==> src/rtl/counter_updn_n_if.sv <==
// Control and status bundle for counter_updn_n: direction, mode, load and enable
// inputs, plus the registered count and its status flags.
interface counter_updn_n_if #(
  parameter int WIDTH = 4
);
  logic             en;
  logic             up;
  logic             sat;
  logic             ld;
  logic [WIDTH-1:0] ld_val;
  logic [WIDTH-1:0] q;
  logic             tc;
  logic             wrap;
  logic             sat_hit;

  modport master (
    output en, up, sat, ld, ld_val,
    input  q, tc, wrap, sat_hit
  );

  modport slave (
    input  en, up, sat, ld, ld_val,
    output q, tc, wrap, sat_hit
  );
endinterface

==> src/rtl/counter_updn_n.sv <==
// Parametrised up/down modulo counter with prescaler, synchronous load,
// wrap/saturate mode and registered wrap/saturation status.
module counter_updn_n #(
  parameter int              WIDTH    = 4,
  parameter longint unsigned MODULO   = 16,
  parameter int              PRESCALE = 1
) (
  input  logic            ck,
  input  logic            res,
  counter_updn_n_if.slave bus
);
  localparam logic [WIDTH-1:0] MAX_VAL = WIDTH'(MODULO - 64'd1);

  logic [WIDTH-1:0] q_reg, q_next, ld_clamped;
  logic             wrap_reg, wrap_next;
  logic             sat_hit_reg, sat_hit_next;
  logic             step;

  // The phase counter only exists when more than one enabled cycle makes a step.
  generate
    if (PRESCALE > 1) begin : g_prescale
      localparam int            PW      = $clog2(PRESCALE);
      localparam logic [PW-1:0] PH_LAST = PW'(PRESCALE - 1);
      logic [PW-1:0] phase_reg;

      always_ff @(posedge ck) begin
        if (res || bus.ld) begin
          phase_reg <= '0;
        end else if (bus.en) begin
          phase_reg <= (phase_reg == PH_LAST) ? '0 : phase_reg + PW'(1);
        end
      end

      assign step = bus.en && (phase_reg == PH_LAST);
    end else begin : g_no_prescale
      assign step = bus.en;
    end
  endgenerate

  always_comb begin
    ld_clamped   = (bus.ld_val > MAX_VAL) ? MAX_VAL : bus.ld_val;
    q_next       = q_reg;
    wrap_next    = 1'b0;
    sat_hit_next = sat_hit_reg;
    if (bus.ld) begin
      q_next       = ld_clamped;
      sat_hit_next = 1'b0;
    end else if (step) begin
      if (bus.up) begin
        if (q_reg < MAX_VAL) begin
          q_next = q_reg + WIDTH'(1);
        end else if (!bus.sat) begin
          q_next    = '0;
          wrap_next = 1'b1;
        end else begin
          sat_hit_next = 1'b1;
        end
      end else begin
        if (q_reg > '0) begin
          q_next = q_reg - WIDTH'(1);
        end else if (!bus.sat) begin
          q_next    = MAX_VAL;
          wrap_next = 1'b1;
        end else begin
          sat_hit_next = 1'b1;
        end
      end
    end
  end

  always_ff @(posedge ck) begin
    if (res) begin
      q_reg       <= '0;
      wrap_reg    <= 1'b0;
      sat_hit_reg <= 1'b0;
    end else begin
      q_reg       <= q_next;
      wrap_reg    <= wrap_next;
      sat_hit_reg <= sat_hit_next;
    end
  end

  assign bus.q       = q_reg;
  assign bus.wrap    = wrap_reg;
  assign bus.sat_hit = sat_hit_reg;
  assign bus.tc      = (bus.up && (q_reg == MAX_VAL)) || (!bus.up && (q_reg == '0));
endmodule

==> src/flat_wrapper.sv <==
// flat-port wrapper written by rule: the top's interface ports become plain ports
module counter_updn_n_flat 
#(
  parameter int              WIDTH    = 4,
  parameter longint unsigned MODULO   = 16,
  parameter int              PRESCALE = 1
)
  (ck, res, bus_en, bus_up, bus_sat, bus_ld, bus_ld_val, bus_q, bus_tc, bus_wrap, bus_sat_hit);
  counter_updn_n_if #(.WIDTH(WIDTH)) bus_i ();
  input  logic ck;
  input  logic res;
  input wire logic [$bits(bus_i.en)-1:0] bus_en;
  input wire logic [$bits(bus_i.up)-1:0] bus_up;
  input wire logic [$bits(bus_i.sat)-1:0] bus_sat;
  input wire logic [$bits(bus_i.ld)-1:0] bus_ld;
  input wire logic [$bits(bus_i.ld_val)-1:0] bus_ld_val;
  output wire logic [$bits(bus_i.q)-1:0] bus_q;
  output wire logic [$bits(bus_i.tc)-1:0] bus_tc;
  output wire logic [$bits(bus_i.wrap)-1:0] bus_wrap;
  output wire logic [$bits(bus_i.sat_hit)-1:0] bus_sat_hit;
  assign bus_i.en = bus_en;
  assign bus_i.up = bus_up;
  assign bus_i.sat = bus_sat;
  assign bus_i.ld = bus_ld;
  assign bus_i.ld_val = bus_ld_val;
  assign bus_q = bus_i.q;
  assign bus_tc = bus_i.tc;
  assign bus_wrap = bus_i.wrap;
  assign bus_sat_hit = bus_i.sat_hit;
  counter_updn_n #(.WIDTH(WIDTH), .MODULO(MODULO), .PRESCALE(PRESCALE)) u_core (.ck(ck), .res(res), .bus(bus_i));
endmodule
==> config.mk <==
export PLATFORM = sky130hd
export DESIGN_NAME = counter_updn_n_flat
export DESIGN_NICKNAME = d
export VERILOG_FILES = /design/src/rtl/counter_updn_n_if.sv /design/src/rtl/counter_updn_n.sv /design/src/flat_wrapper.sv
export SDC_FILE = /design/constraint.sdc
export NUM_CORES = 1
export LEC_CHECK = 0
export ABC_AREA = 1
export BUFFER_PORTS_ARGS = -buffer_cell sky130_fd_sc_hd__buf_2
export CORE_AREA = 2 2 39 41
export DETAILED_ROUTE_END_ITERATION = 12
export DIE_AREA = 0 0 41 43
export SLEW_MARGIN = 20
export SYNTH_ARGS = -nofsm -noshare
export SYNTH_HDL_FRONTEND = slang
export SYNTH_SLANG_ARGS = --single-unit
==> constraint.sdc <==
create_clock -name ck -period 1.55 [get_ports ck]
set_input_delay 0.31 -clock ck [delete_from_list [all_inputs] [get_ports ck]]
set_output_delay 0.31 -clock ck [all_outputs]
set_load 0.05 [all_outputs]
==> summary.txt, run 1 <==
Job
  – Max-capacitance violation count: 0

Synth
  – Post-synthesis cell type count: 17
  – Synth warnings: 0
  – Cells after Synth: 83
  – Mean post-synth cell area: 6.00 um^2
  – Sequential element share of the synthesized area: roughly a quarter
  – Mapped cell area: 498 um^2
  – Register bit count reported by yosys: 6
  – Syn Nets: 95

GRT
  – Largest net degree at the start of global routing: 9
  – Global route overflow: 0
  – Initial antenna violation count: 0
  – First-pass GRT wire length: approximately 2.3 mm
  – Gr usage total: 19.9%
  – Number of global-route vias before repair: between 500 and 600

Timing
  – Setup Viol. Count Final: 0
  – Final min period: between 1.5 and 2 ns
  – Hold Slack: 0.305 ns
  – TNS Setup: 0 ns
  – Slew Viols, Final: 0
  – Hold Vio Cnt, Final: 0
  – Max Clk Rate: 0.647 GHz
  – Slew at the pin with the worst max-slew slack: about 0.25 ns
  – RSZ-0062 raised after global routing: true
  – Tcrit/Tclk final: 99.7%
  – Worst rel slew slack: 83.3%
  – Clock skew: 0.00113 ns

Floorplanning
  – Row cnt: 14
  – DIE AREA: 0.00176 mm^2
  – Initial Utilization: a little over a third
  – Die height: 43 um
  – Top-Level Pins: 17
  – Die X: 41 um
  – Core ar.: roughly 0.0014 mm^2

CTS
  – Clock Latency Late Sink: 0.26 ns
  – Cts hold-fix bufs: 0
  – CTS tree: yes
  – Number of CTS-inserted buffers: 3
  – Clock buffer depth: 2
  – CTS clock-pin slew for the worst setup and hold paths: roughly 0.05 ns
  – CTS Root Cell: clkbuf_4
  – Clock sink total: 6
  – Htree depth: 1

Worst setup path
  – R2R Setup Slk: 0.22 ns
  – Worst Path Required: around 1.2 ns
  – Worst Path Arrival: approximately 1.2 ns
  – Crit path max fanout: 4
  – Crit path kind: register to output port
  – Endpoint type of the worst setup path: output port
  – CP startpoint kind: register

Power
  – Worst IR Drop VDD: around 430 uV
  – Leakage power: around 0.4 nW
  – Internal power: roughly 360 uW
  – Sequential fraction of design power: 31.4%
  – Sw Ratio: approximately two fifths
  – Combinational power share: 42.6%
  – Clock power share: 25.9%
  – P_sw: 248 uW
  – Pwr/cell area: approximately 800 mW/mm^2

Drt
  – DRC: 0
  – DR vias: 613
  – Final antenna-violating net count: 0
  – Initial DRC count: 8
  – DRT Pass-1 Iters: 4
  – Final wirelength: 1.39 mm
  – WL/cell: about 11 um
  – Vias per inst: between 4 and 5

Layout
  – Antenna Cells: 0
  – Commonest non-fill, non-tap cell in the layout: nand2_1
  – Max reg flops: 4
  – # nets final: around 130
  – Area growth syn-to-layout: 53.8%
  – Most frequent cells in the layout: nand2_1 (22), buf_2 (15), nor2_1 (11)
  – Layout cell share with drive strength beyond 1: 48.2%

Place
  – Port buffer count: 16
  – RD Place Congestion: between 0.7 and 0.8
  – Detailed-placement wirelength estimate: 1.01 mm

Min path
  – Hold Path Class: input pin to register

Outcome
  – Status: completed
==> what timing repair did <==
action | 4_1_cts | 5_1_grt
pin swaps | 3 | 6
setup buffers | 4 | 2
gates resized for setup | 13 | 6
setup endpoints to repair | 1 | 1
==> power by group through the flow <==
stage	registers, mW	clock network, mW	logic, mW
floorplan	0.227	0	0.110
global placement	0.190	0	0.208
detailed placement	0.191	0	0.210
CTS	0.189	0.159	0.248
global route	0.194	0.174	0.287
finish	0.191	0.158	0.260
==> metrics by stage <==
| stage | power (mW) | utilization [%] | area, um^2 | setup WS [ns] | cells |
|---|---|---|---|---|---|
| floorplan | 0.337 | - | 508 | 0.0194 | 83 |
| global placement | 0.398 | 46.1 | 638 | 0.104 | 119 |
| detailed placement | 0.401 | 46.1 | 638 | 0.0846 | 119 |
| CTS | 0.596 | 53.0 | 733 | -0.0323 | 126 |
| global route | 0.655 | 55.3 | 766 | -0.0635 | 128 |
| finish | 0.609 | 55.3 | 766 | 0.00422 | 128 |
==> worst max-delay path, stage by stage (launching register included) <==
cell,delay [ns]
dfxtp_4,0.36
inv_4,0.06
ha_4,0.13
inv_2,0.04
nor2_4,0.08
nand2_2,0.06
nand2_2,0.09
buf_8,0.15
==> cell families after synthesis <==
kind of cell             after synthesis  synth area share (%)
flip-flops                             6                  24.1
AO/OA/AOI/OAI                         10                  11.1
AND/OR/NAND/NOR                       54                  51.5
adder cells (fa/ha/maj)                2                  5.02
buffers and inverters                 11                  8.29
==> cells in the mapped netlist, drive strengths merged <==
| master | n | share of area [%] |
|---|---|---|
| dfxtp | 6 | 24 |
| nand3 | 9 | 13 |
| a31oi | 1 | 1.3 |
| nand2 | 27 | 22 |
| a21oi | 7 | 7.0 |
| inv | 11 | 8.3 |
| ha | 2 | 5.0 |
| nand4 | 1 | 1.3 |
| o21ai | 2 | 2.8 |
| nor2 | 17 | 16 |
==> final cells by class <==
| cell class | count | area, um^2 |
|---|---|---|
| clock buffers | 3 | 22.5 |
| fillers | 147 | 618 |
| inverters | 11 | 46.3 |
| multi-input cells | 66 | 382 |
| flip-flops and latches | 6 | 130 |
| well taps | 16 | 20.0 |
| repair buffers | 26 | 165 |
==> metal layers <==
layer | global-route usage (%) | share of wire, % | up-vias
met3 | 4.71 | 4.3 | 5
met1 | 25.2 | 47 | 269
met2 | 28.1 | 45 | 16
li1 | - | - | 323
met4 | 14.0 | 3.1 | 0
met5 | 0 | 0 | -
==> final timing paths <==
kind                                    startpoint            endpoint  cells after the start
worst max register to register     u_core.bus.q[1]     u_core.bus.q[3]                      8
worst min-delay path                           res     u_core.bus.q[3]                      4
worst max-delay path               u_core.bus.q[0]              bus_tc                      7
worst min register to register  u_core.bus.sat_hit  u_core.bus.sat_hit                      2
Note: power is estimated with default switching activity, not from simulation.
==> inputs of run 2 (changes only) <==
Settings changed: ABC_AREA 1 to default, BUFFER_PORTS_ARGS -buffer_cell sky130_fd_sc_hd__buf_2 to default, DONT_BUFFER_PORTS from default to 1.
==> run 2 against run 1 <==
Net effect:
- the flow now finishes with violations (setup timing)
- die area is the same
- total power increased by 7.2%
- largest cell class unchanged
- combinational power grew 10%
- utilization is 3.3 points higher
==> summary.txt, run 2 <==
Outcome
  – Status: finished with violations
  – Failing checks: setup timing

Floorplanning
  – Die height: 43 um
  – Top-Level Pins: 17
  – Die X: 41 um
  – Core ar.: 0.00138 mm^2
  – DIE AREA: 0.00176 mm^2
  – Initial Utilization: 36.6%
  – Row cnt: 14

Job
  – Max-capacitance violation count: 0

Synth
  – Syn Nets: 72
  – Register bit count reported by yosys: 6
  – Synth top area cells: dfxtp_1 (24%), a211oi_1 (7.4%), ha_1 (4.9%), a21bo_4 (3.2%), a21oi_1 (3.0%)
  – Cells after Synth: 60
  – Mean post-synth cell area: 8.45 um^2
  – Post-synthesis cell type count: 37
  – Mapped cell area: 507 um^2
  – Async set-or-reset flop fraction in the synthesized netlist: 0%
  – EDFF count, synth: 0
  – Sequential element share of the synthesized area: 23.7%
  – Synth cell count leaders: dfxtp_1 (6), a211oi_1 (5), inv_1 (4), nor2_1 (4)
  – Area leader, netlist: dfxtp_1
  – Count leader, synth: dfxtp_1
  – Share of the synthesized area in the top cell type: a little under a quarter
  – Synth warnings: 0
  – Synth Flop Type: dfxtp_1

CTS
  – Clock Latency Late Sink: 0.27 ns
  – CTS tree: yes
  – CTS Root Cell: clkbuf_4
  – Clock buffer depth: 2
  – Number of CTS-inserted buffers: 3
  – Htree depth: 1
  – Clock sink total: 6
  – CTS clock-pin slew for the worst setup and hold paths: 0.06 ns
  – Cts hold-fix bufs: 0

Power
  – Sequential fraction of design power: 28.0%
  – Combinational power share: 44.0%
  – Internal power: ~420 uW
  – Worst IR Drop VDD: 385 uV
  – Clock power share: 27.9%
  – Power, Total: 653 uW
  – Pwr/cell area: 805 mW/mm^2
  – Sw Ratio: roughly 36%
  – P_sw: 236 uW
  – Leakage power: 0.312 nW

Timing
  – Worst rel slew slack: between 60 and 70%
  – Tcrit/Tclk final: 123%
  – Slew Viols, Final: 0
  – Slew at the pin with the worst max-slew slack: 0.507 ns
  – Final min period: between 1.5 and 2 ns
  – Setup Viol. Count Final: 7
  – Clock skew: 0.0148 ns
  – Max Clk Rate: about 0.53 GHz
  – RSZ-0062 raised after global routing: true
  – Setup WS post-layout: -0.349 ns
  – Hold Slack: ~0.1 ns
  – Hold Vio Cnt, Final: 0

Layout
  – Max reg flops: 4
  – Antenna Cells: 0
  – Fillers: roughly 130
  – Final Core Density: 58.6%
  – Commonest non-fill, non-tap cell in the layout: buf_4
  – Most frequent cells in the layout: buf_4 (17), nor2_1 (4), a211oi_2 (4), buf_6 (4)
  – Area growth syn-to-layout: 60.0%
  – # nets final: 94
  – Layout cell share with drive strength beyond 1: 61.7%

Worst setup path
  – R2R Setup Slk: -0.31 ns
  – Crit path kind: register to output port
  – Endpoint of the worst register-to-register path: u_core.bus.q[2]
  – Crit path max fanout: 2
  – Reg-to-Reg Start: u_core.bus.q[1]
  – Endpoint type of the worst setup path: output port
  – Worst Path Arrival: ~1.6 ns
  – Crit path launch: u_core.bus.q[1]
  – Reg2Reg Depth: 7
  – Worst Path Required: 1.24 ns
  – CP startpoint kind: register

Drt
  – Final wirelength: 1.52 mm
  – Final antenna-violating net count: 0
  – WL/cell: between 15 and 20 um
  – DRC: 0
  – Vias per inst: 5.91
  – Initial DRC count: 14
  – DRT Pass-1 Iters: 4
  – DR vias: between 500 and 600

GRT
  – Gr usage total: 20.0%
  – Number of global-route vias before repair: 542
  – Global route overflow: 0
  – Largest net degree at the start of global routing: 18
  – Initial antenna violation count: 0
  – First-pass GRT wire length: 2.30 mm

Place
  – Pre-CTS setup slack: -0.210 ns
  – Detailed-placement wirelength estimate: roughly 980 um
  – RD Place Congestion: roughly 0.79
  – Port buffer count: 0

Min path
  – Hold Crit Depth: 1
  – Hold Path Sink: u_core.bus.q[2]
  – Hold_sp: res
  – Hold Path Class: input pin to register
[run 2: cell types whose count changed after synthesis, moves of 2 or more]
cell,delta
nand2_1,-21
nor2_1,-9
nand3_1,-7
inv_1,-6
a211oi_1,+5
a21oi_1,-4
clkbuf_1,+3
nand2_2,-3
nor2_2,-3
nand2b_1,+2
[run 2: layer usage]
layer	GRT usage [%]	share of wire, %
met5	0	0
met4	12.0	2.4
met3	6.81	7.6
met2	28.7	49
met1	24.4	40
[run 2: worst max path at each step]
stage / endpoint / slack [ns] / cells past startpoint
3_3_place_gp: u_core.bus.q[3] / -0.22 / 7
2_1_floorplan: u_core.bus.q[2] / -0.23 / 6
4_1_cts: bus_tc / -0.35 / 6
5_1_grt: bus_tc / -0.38 / 6
6_report: bus_tc / -0.35 / 6
3_5_place_dp: u_core.bus.q[2] / -0.21 / 6
[run 2: power by group through the flow]
stage,Clock [mW],Sequential [mW],Combinational [mW]
after detailed placement,0,0.187,0.227
after global placement,0,0.187,0.225
after CTS,0.184,0.183,0.278
after floorplan,0,0.221,0.126
final,0.182,0.183,0.287
after global routing,0.188,0.184,0.306
[run 2: area by class of cell]
class	instances	area (um^2)	area share (%)
Clock buffer	4	26.3	3.24
Inverter	4	17.5	2.16
Multi-Input combinational cell	45	422	52.0
Sequential cell	6	133	16.4
Tap cell	16	20.0	2.47
Timing Repair Buffer	22	193	23.8
[run 2: cells by family (layout without fill, tap and decap cells)]
kind of cell / count (synthesis) / after routing / share of synthesized area, %
simple gates: 21 / 21 / 26.4
compound gates: 20 / 20 / 32.6
buf+inv: 9 / 30 / 8.39
flops: 6 / 6 / 23.7
fa+ha+maj: 2 / 2 / 4.94
xor+xnor: 1 / 1 / 1.73
mux: 1 / 1 / 2.22
[run 2: worst max-delay path, stage by stage (launching register included)]
cell and delay (ns):
dfxtp_4 0.34, inv_2 0.06, ha_4 0.12, or4b_4 0.46, buf_6 0.14, nand2_4 0.06
buf_12 0.13
[run 2: timing repair]
action	in CTS	in global routing
setup endpoints to repair	7	7
buffers inserted	6	2
resized for setup	12	5
pin swaps	7	3
[run 2: through the flow]
| step | cell area (um^2) | instances | TNS [ns] |
|---|---|---|---|
| final | 811 | 97 | -1.58 |
| after global routing | 811 | 97 | -1.99 |
| after floorplan | 549 | 60 | -1.08 |
| after CTS | 788 | 96 | -1.54 |
| after detailed placement | 667 | 86 | -1.07 |
| after global placement | 667 | 86 | -0.945 |
==> inputs of run 3 (changes only) <==
Settings changed: RECOVER_POWER from default to 100.
==> run 3 against run 2 <==
Net effect:
- die area is the same
- total power decreased by 0.64%
- utilization shrank 0.54 points
- critical path depth unchanged
- the flow still finishes with violations (setup timing)
==> summary.txt, run 3 (same netlist as run 2, synthesis figures left out) <==
Timing
  – Slew Viols, Final: 0
  – Slew at the pin with the worst max-slew slack: 0.507 ns
  – Setup Viol. Count Final: 7
  – RSZ-0062 raised after global routing: true
  – Tcrit/Tclk final: 123%
  – TNS Setup: -1.58 ns
  – Max Clk Rate: 0.527 GHz
  – Final min period: 1.90 ns
  – Clock skew: between 0.01 and 0.015 ns
  – Hold Vio Cnt, Final: 0
  – Setup WS post-layout: -0.349 ns
  – Worst rel slew slack: 66.1%

Drt
  – Initial DRC count: 14
  – Final antenna-violating net count: 0
  – DRT Pass-1 Iters: 4
  – DRC: 0
  – WL/cell: 15.8 um
  – Final wirelength: 1.53 mm
  – Vias per inst: 5.91
  – DR vias: approximately 570

Floorplanning
  – Initial Utilization: a little over a third
  – Top-Level Pins: 17
  – Die X: 41 um
  – Row cnt: 14
  – DIE AREA: 0.00176 mm^2
  – Die height: between 40 and 50 um
  – Core ar.: 0.00138 mm^2

CTS
  – Clock sink total: 6
  – CTS tree: yes
  – Clock buffer depth: 2
  – CTS clock-pin slew for the worst setup and hold paths: 0.06 ns
  – CTS Root Cell: clkbuf_4
  – Clock Latency Late Sink: 0.27 ns
  – Cts hold-fix bufs: 0
  – Htree depth: 1
  – Number of CTS-inserted buffers: 3

Outcome
  – Failing checks: setup timing
  – Status: finished with violations

Worst setup path
  – Cells along the critical path: inv_2, ha_4, or4b_4, buf_6, nand2_4, buf_12
  – Worst setup path end: bus_tc
  – CP startpoint kind: register
  – Worst Path Required: 1.24 ns
  – Reg2Reg Depth: 7
  – Slowest CP cell: or4b_4
  – Reg-to-Reg Start: u_core.bus.q[1]
  – Crit path launch: u_core.bus.q[1]
  – Crit path kind: register to output port
  – Endpoint type of the worst setup path: output port
  – Endpoint of the worst register-to-register path: u_core.bus.q[2]
  – Worst Path Arrival: 1.59 ns
  – Crit path max fanout: 2
  – R2R Setup Slk: -0.31 ns
  – Maximum cell stage delay along the critical path: 0.46 ns

Power
  – Pwr/cell area: roughly 810 mW/mm^2
  – Worst IR Drop VDD: 383 uV
  – Leakage power: 0.309 nW

Layout
  – Layout cell share with drive strength beyond 1: around three fifths
  – Commonest non-fill, non-tap cell in the layout: buf_4
  – Max reg flops: 4
  – Most frequent cells in the layout: buf_4 (14), nor2_1 (4), a211oi_2 (4), buf_6 (4)
  – Antenna Cells: 0
  – Area growth syn-to-layout: 58.5%
  – Fillers: approximately 140
  – Finished Cell Area: 803 um^2
  – # nets final: 94

Place
  – Pre-CTS setup slack: -0.210 ns
  – Port buffer count: 0
  – Detailed-placement wirelength estimate: around 1000 um
  – RD Place Congestion: 0.787
  – DP Area: 667 um^2

GRT
  – Initial antenna violation count: 0
  – Gr usage total: approximately 20%
  – Global route overflow: 0
  – Number of global-route vias before repair: 542
  – First-pass GRT wire length: 2.30 mm
  – Largest net degree at the start of global routing: 18

Job
  – Max-capacitance violation count: 0

Min path
  – Hold Path Class: input pin to register
-- run 3: what timing repair did --
item / in CTS / in global routing
endpoints found under the setup margin: 7 / 7
endpoints found under the hold margin: 0 / 0
gates resized for setup: 12 / 5
setup buffers: 6 / 2
pin swaps: 7 / 3
-- run 3: routing by layer --
metal | vias up | global-route usage (%) | routed length [um]
li1 | 270 | - | -
met1 | 278 | 24.4 | 639
met2 | 20 | 28.7 | 751
met3 | 5 | 6.81 | 102
met4 | 0 | 12.0 | 37
met5 | - | 0 | 0
-- run 3: worst min-delay path by stage --
| stage | startpoint | end | slack, ns | depth (start not counted) |
|---|---|---|---|---|
| 6_report | res | u_core.bus.q[2] | 0.1 | 1 |
| 5_1_grt | res | u_core.bus.q[2] | 0.1 | 1 |
| 4_1_cts | res | u_core.bus.q[2] | 0.1 | 1 |
| 3_5_place_dp | res | u_core.bus.q[1] | 0.38 | 1 |
| 3_3_place_gp | res | u_core.bus.q[1] | 0.38 | 1 |
| 2_1_floorplan | res | u_core.bus.q[1] | 0.37 | 1 |
-- run 3: critical path, delay by kind of cell (launching register included) --
family	cells	cell delay, ns
AND/OR/NAND/NOR	2	0.52
flip-flops	1	0.34
buffers and inverters	3	0.33
adder cells (fa/ha/maj)	1	0.12
-- run 3: where the power goes --
part | switching (mW) | leakage (nW) | internal, mW | total [mW]
combinational | 0.137 | 0.243 | 0.146 | 0.283
clock | 0.0828 | 0.0150 | 0.0992 | 0.182
sequential | 0.0165 | 0.0515 | 0.167 | 0.183
total | 0.237 | 0.309 | 0.412 | 0.649
-- run 3: cell type report --
type,instances,area (um^2),area share [%]
clock buffers,4,26.3,3.27
inverters,4,17.5,2.18
multi-input cells,45,422,52.5
flip-flops and latches,6,133,16.5
well taps,16,20.0,2.49
repair buffers,22,185,23.1
-- run 3: through the flow --
step / hold WS, ns / utilization (%) / std cells / power [mW]
6_report: 0.0977 / 58.0 / 97 / 0.649
4_1_cts: 0.0952 / 57.0 / 96 / 0.645
5_1_grt: 0.0984 / 58.0 / 97 / 0.673
3_3_place_gp: 0.375 / 48.2 / 86 / 0.412
3_5_place_dp: 0.376 / 48.2 / 86 / 0.414
2_1_floorplan: 0.373 / - / 60 / 0.347
